[config.mk]
export PLATFORM = sky130hd
export DESIGN_NAME = lc3_mem_resp
export DESIGN_NICKNAME = d
export VERILOG_FILES = /design/src/rtl/lc3_mem_resp.sv
export SDC_FILE = /design/constraint.sdc
export NUM_CORES = 2
export LEC_CHECK = 0
export CAP_MARGIN = 20
export CELL_PAD_IN_SITES_DETAIL_PLACEMENT = 0
export CELL_PAD_IN_SITES_GLOBAL_PLACEMENT = 2
export CORE_ASPECT_RATIO = 2
export CORE_UTILIZATION = 40
export CTS_CLUSTER_DIAMETER = 100
export DETAILED_ROUTE_END_ITERATION = 12
export PLACE_DENSITY_LB_ADDON = 0.1
export SYNTH_ARGS = -nofsm -noshare
export SYNTH_HDL_FRONTEND = slang
export SYNTH_SLANG_ARGS = --single-unit
[constraint.sdc]
create_clock -name clk -period 6.4 [get_ports clk]
set_clock_uncertainty 0.15 [all_clocks]
set_input_delay 0.64 -clock clk [delete_from_list [all_inputs] [get_ports clk]]
set_output_delay 0.64 -clock clk [all_outputs]
set_load 0.005 [all_outputs]
[src/rtl/lc3_mem_resp.sv]
// lc3_mem_resp: LC-3 memory responder with direct/indirect (LDI/STI) access and fixed read latency.
// Optional MEM_OOR_ERR_EN: final addresses beyond the memory depth are rejected and flagged on err_out.
module lc3_mem_resp #(
    parameter int ADDR_W = 8,
    parameter int RD_LAT = 2
) (
    input  logic        clk,
    input  logic        rst,
    input  logic        req_valid,
    input  logic [15:0] addr_in,
    input  logic        wea_in,
    input  logic        ind_in,
    input  logic [15:0] wdata_in,
    output logic        req_ready,
    output logic [15:0] rdata_out,
    output logic        rdata_valid,
`ifdef MEM_OOR_ERR_EN
    output logic        err_out,
`endif
    output logic        busy
);
    typedef enum logic [1:0] {IDLE, ACCESS, IND, RESP} state_t;

    localparam logic [2:0]  CNT_LAST = 3'(RD_LAT - 1);
    localparam logic [15:0] HI_MASK  = ~16'((32'd1 << ADDR_W) - 32'd1);

    logic [15:0] mem [2**ADDR_W];

    state_t      state_q, state_d;
    logic [2:0]  cnt_q, cnt_d;
    logic [15:0] addr_q, addr_d;
    logic [15:0] wdata_q, wdata_d;
    logic [15:0] rdata_q, rdata_d;
    logic        wea_q, wea_d;
    logic        ind_q, ind_d;
    logic        accept, counting, last, done, oor, we;
    logic [15:0] mem_rd;

    // The full 16-bit working address is kept so an indirect pointer's upper bits can be checked.
`ifdef MEM_OOR_ERR_EN
    logic err_q, err_d;
    assign oor = |(addr_q & HI_MASK);
`else
    logic unused_hi;
    assign unused_hi = ^addr_q;
    assign oor = 1'b0;
`endif

    assign mem_rd   = mem[addr_q[ADDR_W-1:0]];
    assign accept   = (state_q == IDLE) && req_valid;
    assign counting = (state_q == ACCESS) || (state_q == IND);
    assign last     = counting && (cnt_q == CNT_LAST);
    // done marks the last cycle of the final access stage (direct ACCESS or IND)
    assign done     = last && ((state_q == IND) || !ind_q);
    assign we       = done && wea_q && !oor;

    always_ff @(posedge clk or posedge rst) begin
        if (rst) begin
            state_q <= IDLE;
            cnt_q   <= 3'd0;
            addr_q  <= 16'h0000;
            wdata_q <= 16'h0000;
            rdata_q <= 16'h0000;
            wea_q   <= 1'b0;
            ind_q   <= 1'b0;
`ifdef MEM_OOR_ERR_EN
            err_q   <= 1'b0;
`endif
        end else begin
            state_q <= state_d;
            cnt_q   <= cnt_d;
            addr_q  <= addr_d;
            wdata_q <= wdata_d;
            rdata_q <= rdata_d;
            wea_q   <= wea_d;
            ind_q   <= ind_d;
`ifdef MEM_OOR_ERR_EN
            err_q   <= err_d;
`endif
        end
    end

    always_ff @(posedge clk) begin
        if (we)
            mem[addr_q[ADDR_W-1:0]] <= wdata_q;
    end

    always_comb begin
        state_d = state_q;
        case (state_q)
            IDLE:    state_d = req_valid ? ACCESS : IDLE;
            ACCESS:  state_d = last ? (ind_q ? IND : RESP) : ACCESS;
            IND:     state_d = last ? RESP : IND;
            default: state_d = IDLE;
        endcase
    end

    always_comb begin
        cnt_d   = (counting && !last) ? cnt_q + 3'd1 : 3'd0;
        addr_d  = accept ? addr_in : (last && ind_q && state_q == ACCESS) ? mem_rd : addr_q;
        wdata_d = accept ? wdata_in : wdata_q;
        wea_d   = accept ? wea_in : wea_q;
        ind_d   = accept ? ind_in : ind_q;
        rdata_d = done ? (oor ? 16'h0000 : wea_q ? rdata_q : mem_rd) : rdata_q;
`ifdef MEM_OOR_ERR_EN
        err_d   = done ? oor : err_q;
`endif
    end

    always_comb begin
        req_ready   = (state_q == IDLE) && !rst;
        busy        = state_q != IDLE;
        rdata_valid = state_q == RESP;
        rdata_out   = rdata_q;
`ifdef MEM_OOR_ERR_EN
        err_out     = (state_q == RESP) && err_q;
`endif
    end
endmodule

* Yosys cells after proc, flatten, opt, wreduce, memory -nomap -nowiden
Memories as Yosys holds them, arrays and structs flattened.
Index checks and enable logic that the tools add are counted.
** Operators by class
- Add/sub/neg operators :: 1
- Eq/ne operators :: 4
- Multiplexer cells :: 10
- Bitwise logic cells :: 1
- Reduce and logical (&&, ||, !) cells :: 17
** Operator list (count)
- 8-bit two-way mux :: 2
- 1-bit logical AND :: 8
- 2-bit case mux with 3 select lines :: 1
- 1-bit two-way mux :: 5
- 2-bit == test, second input constant :: 2
- 2-bit nonzero test :: 2
- 3-bit by 1-bit adder with 3-bit output, second input constant :: 1
- 3-bit by 1-bit == test with 1-bit output, second input constant :: 1
- 1-bit zero test :: 3
- 3-bit two-way mux :: 1
- 2-bit by 1-bit == test with 1-bit output, second input constant :: 1
- 2-bit zero test :: 1
- 1-bit logical OR :: 2
- 2-bit two-way mux :: 1
- 2-bit AND reduction :: 1
- 1-bit inverter :: 1
** Word-level totals
- Register bits after elaboration :: 47
- Memory bits (writable) :: 4096
- Bits of input ports :: 37
- Output and inout bits :: 19
- Word-level logic and storage cells :: 41
- Memories :: 1
** Memory list
- mem :: words 256, bits a word 16, rd ports 1, clocked after memory_dff 0, wr ports 1, line 27 : logic [15:0] mem [2**ADDR_W];

* Depth between registers and ports, before layout
- Depth in word-level cells :: 7
- Mapped depth :: 11
- Depth with buffers taken out :: 8

* Worst setup path after synthesis
OpenSTA, ideal clock, no wires.
- Path kind :: reg2reg
- Start :: reg wdata_q[0]
- End :: mem mem[0][0], data pin
- Library setup time :: 804 ps
- Arrival :: 3183 ps
- Required time :: 5446 ps
- Setup slack :: 2263 ps
- Stages on the path, launching flop included :: 1
- Path buffers :: 0
- Clock period less this slack :: 4137 ps
- Cells stage by stage :: dfrtp_1
** RTL lines
- start: declaration :: line 32 : logic [15:0] wdata_q, wdata_d;
- start signal: assignment :: line 73 : wdata_q <= wdata_d;
- end: declaration :: line 27
Straight into the memory's write port.

* Worst setup path after layout
- Start :: reg addr_q[0]
- End :: reg rdata_q[6], in the netlist rdata_out[6]
** On the way
- Word-level cells in the longest chain between the ends :: 1
** Ends and longest elaborated chain
- start: declaration :: line 31 : logic [15:0] addr_q, addr_d;
- start signal: assignment :: line 72 : addr_q <= addr_d;
- memory 256 x 16 bit
- end signal: assignment :: line 74 : rdata_q <= rdata_d;
- end: declaration :: line 33 : logic [15:0] rdata_q, rdata_d;
Every way passes these cells.
A chain may end at the register's enable or synchronous reset.

==> metrics.cfg <==
[run_status]
status=complete, no violations

[drt]
detail_route.wl_per_cell_um=36.78
finalWirelength_um=472800
drc=0
first_pass_iters=5
vias_per_cell=5.759
vias=74030
ant_nets=0
drt-initial-drc-count=6964

[global_routing]
first_global_vias=78230
grt_pass1_wl_um=653600
overflow=0
grt_use_total_pct=23.85
antenna_found_initial=22
grt_max_degree=209

[final_layout]
nNetsFinal=7333
mostFrequentLayoutCell=edfxtp_1
drive_gt1_share_pct=32.14
syn2layout_area_growth_pct=14.53
final_cell_mix=4,096 x edfxtp_1, 1,135 x mux4_2, 456 x buf_4
nFillCells=32740
final_cell_area_um2=180700

[clocking]
cts_max_level=5
cts_buffers=370
cts_root_buf=clkbuf_16
clock_latency_ns=0.94
cts_sinks=4143
clkTransAtPathRegs_ns=0.06
ctsResizeCount=0
cts_tree=built
cts_buffer_depth=4

[placed_design]
io_buffers=47
routabilityCongestion=0.8004
dpl_cell_area_um2=168500
hpwl_um=296700

[logic_synthesis]
synth_warnings=0
synth_edf_count=4096
yosysSeqAreaShare_pct=78.70
synth_fp_nets=6787
synthArstFlopShare_pct=1.134
netlist_area_um2=157800
syn_inst=6743
ys.flop_type=edfxtp_1
ys_ff_latch=4143
synth_cell_types=48
avgSynthCellArea_um2=23.40

[critical_path]
startpoint_type=flop
slowest_stage=dfrtp_4
arrival_ns=5.39
crit_fanout=25
path_class=flop to flop
cp_data_required_time_ns=7.05
critPathBufInv=4
slowest_delay_ns=0.76
critPathTopFamily=compound AO/OA/AOI/OAI gates
crit_top_cell=buf_4
end_kind=flop
crit_path_cell_trace=buf_16 -> buf_12 -> buf_4 -> mux4_2 -> a22oi_1 -> a21oi_1 -> o41ai_1 -> buf_4 -> and4_1 -> mux2i_1
startpoint=addr_q[0]$_DFFE_PP0P_
reg2reg_from=addr_q[0]$_DFFE_PP0P_

[die]
die_w_um=446.1
coreArea_um2=392000
ios=56
dieArea_um2=397100
die_height_um=890.2
rows=325
initial_core_util_pct=40.25

[pwr]
p_per_area_nw_per_um2=451.4
ir_drop_mv=0.3947
p_leak_nw=55.19

[job]
cap_violations=0

[sta]
worst_pin_slew_ns=1.405
rsz0062_at_grt=false
fmax_mhz=211.0
slew_violations=0
period_minus_slack_ns=4.740
fin_tns_setup_ns=0
relSlewSlack_pct=6.349
setup_viol=0
min_period_over_period_pct=74.06
finalHoldViolCount=0

[min_path]
hold_class=primary input to flop
holdCritStartpoint=wdata_in[11]

## metrics by stage
step	power, mW	hold WS (ns)	setup WS (ns)	util [%]	std cells
6_report	81.57	0.09079	1.660	46.10	12860
5_1_grt	84.00	0.09346	1.518	46.10	12850
4_1_cts	82.62	0.003886	1.454	46.04	12810
3_5_place_dp	60.02	0.3153	1.458	42.99	12140
3_3_place_gp	59.51	0.2988	0.9590	42.93	12130
2_1_floorplan	48.83	0.2882	2.263	-	6743
## state kept, by name (all words and copies together) (netlist names)
signal	cells
cnt_q	3
rdata_out	16
state_q	2
wea_q	1
addr_q	8
mem	4096
ind_q	1
wdata_q	16
## routing by layer
layer	share of wire, %	track usage [%]
met1	36	28.41
met2	55	44.18
met3	4.3	2.607
met4	4.0	8.435
met5	0.014	0
## path summary, 6_finish.rpt
| kind | end | slack (ns) | depth (start not counted) |
|---|---|---|---|
| max | rdata_out[6]$_DFFE_PP0P_ | 1.66 | 10 |
| min | wdata_q[11]$_DFFE_PP0P_ | 0.09 | 3 |
| max reg2reg | rdata_out[6]$_DFFE_PP0P_ | 1.66 | 10 |
| min reg2reg | cnt_q[0]$_DFF_PP0_ | 0.32 | 1 |
| max in group asynchronous | wdata_q[14]$_DFFE_PP0P_ | 5.46 | 3 |
| min in group asynchronous | state_q[0]$_DFF_PP0_ | 0.10 | 3 |
## cells by family after synthesis
logic type	share of synthesized area, %
AO/OA/AOI/OAI	2.347
multiplexers	16.43
adder cells (fa/ha/maj)	0.05551
flip-flops	78.70
AND/OR/NAND/NOR	1.236
buffers and inverters	1.235
## layout make-up
cell class                 count  area, µm²  share of cell area (%)
sequential                  4143     124300                   68.76
multi-input combinational   2184      32490                   17.98
clock buffer                 451       9838                   5.444
tap                         5232       6546                   3.623
timing repair buffer         574       5293                   2.929
clock inverter               212       2121                   1.174
antenna                       43      107.6                 0.05955
inverter                      16      60.06                 0.03323
## power breakdown
group	internal (mW)	total, mW	switching (mW)
Sequential	33.7	35.1	1.32
Clock	12.6	22.7	10.1
Combinational	8.51	23.8	15.3
## timing repair
item,in CTS,in global routing
buffers inserted,0,0
hold buffers,1,0
hold endpoints to repair,1,0
## cells in the mapped netlist (all sizes together) (16+ instances only)
master,number,area (µm²)
inv,16,60.06
buf,204,1154
dfrtp,47,1176
a21oi,148,740.7
mux4,1135,25560
nand2,100,375.4
nor2,281,1055
clkbuf,196,735.7
a22oi,305,2290
mux2i,28,280.3
edfxtp,4096,123000
nand3,43,215.2
o41ai,33,289.0
## worst reg2reg max path, stage by stage, from the launching register on
cell and delay, ns:
dfrtp_4 0.76, buf_16 0.31, buf_12 0.36, buf_4 0.45
mux4_2 0.56, a22oi_1 0.34, a21oi_1 0.37, o41ai_1 0.65
buf_4 0.27, and4_1 0.29, mux2i_1 0.10
(Power assumes the default switching activity.)
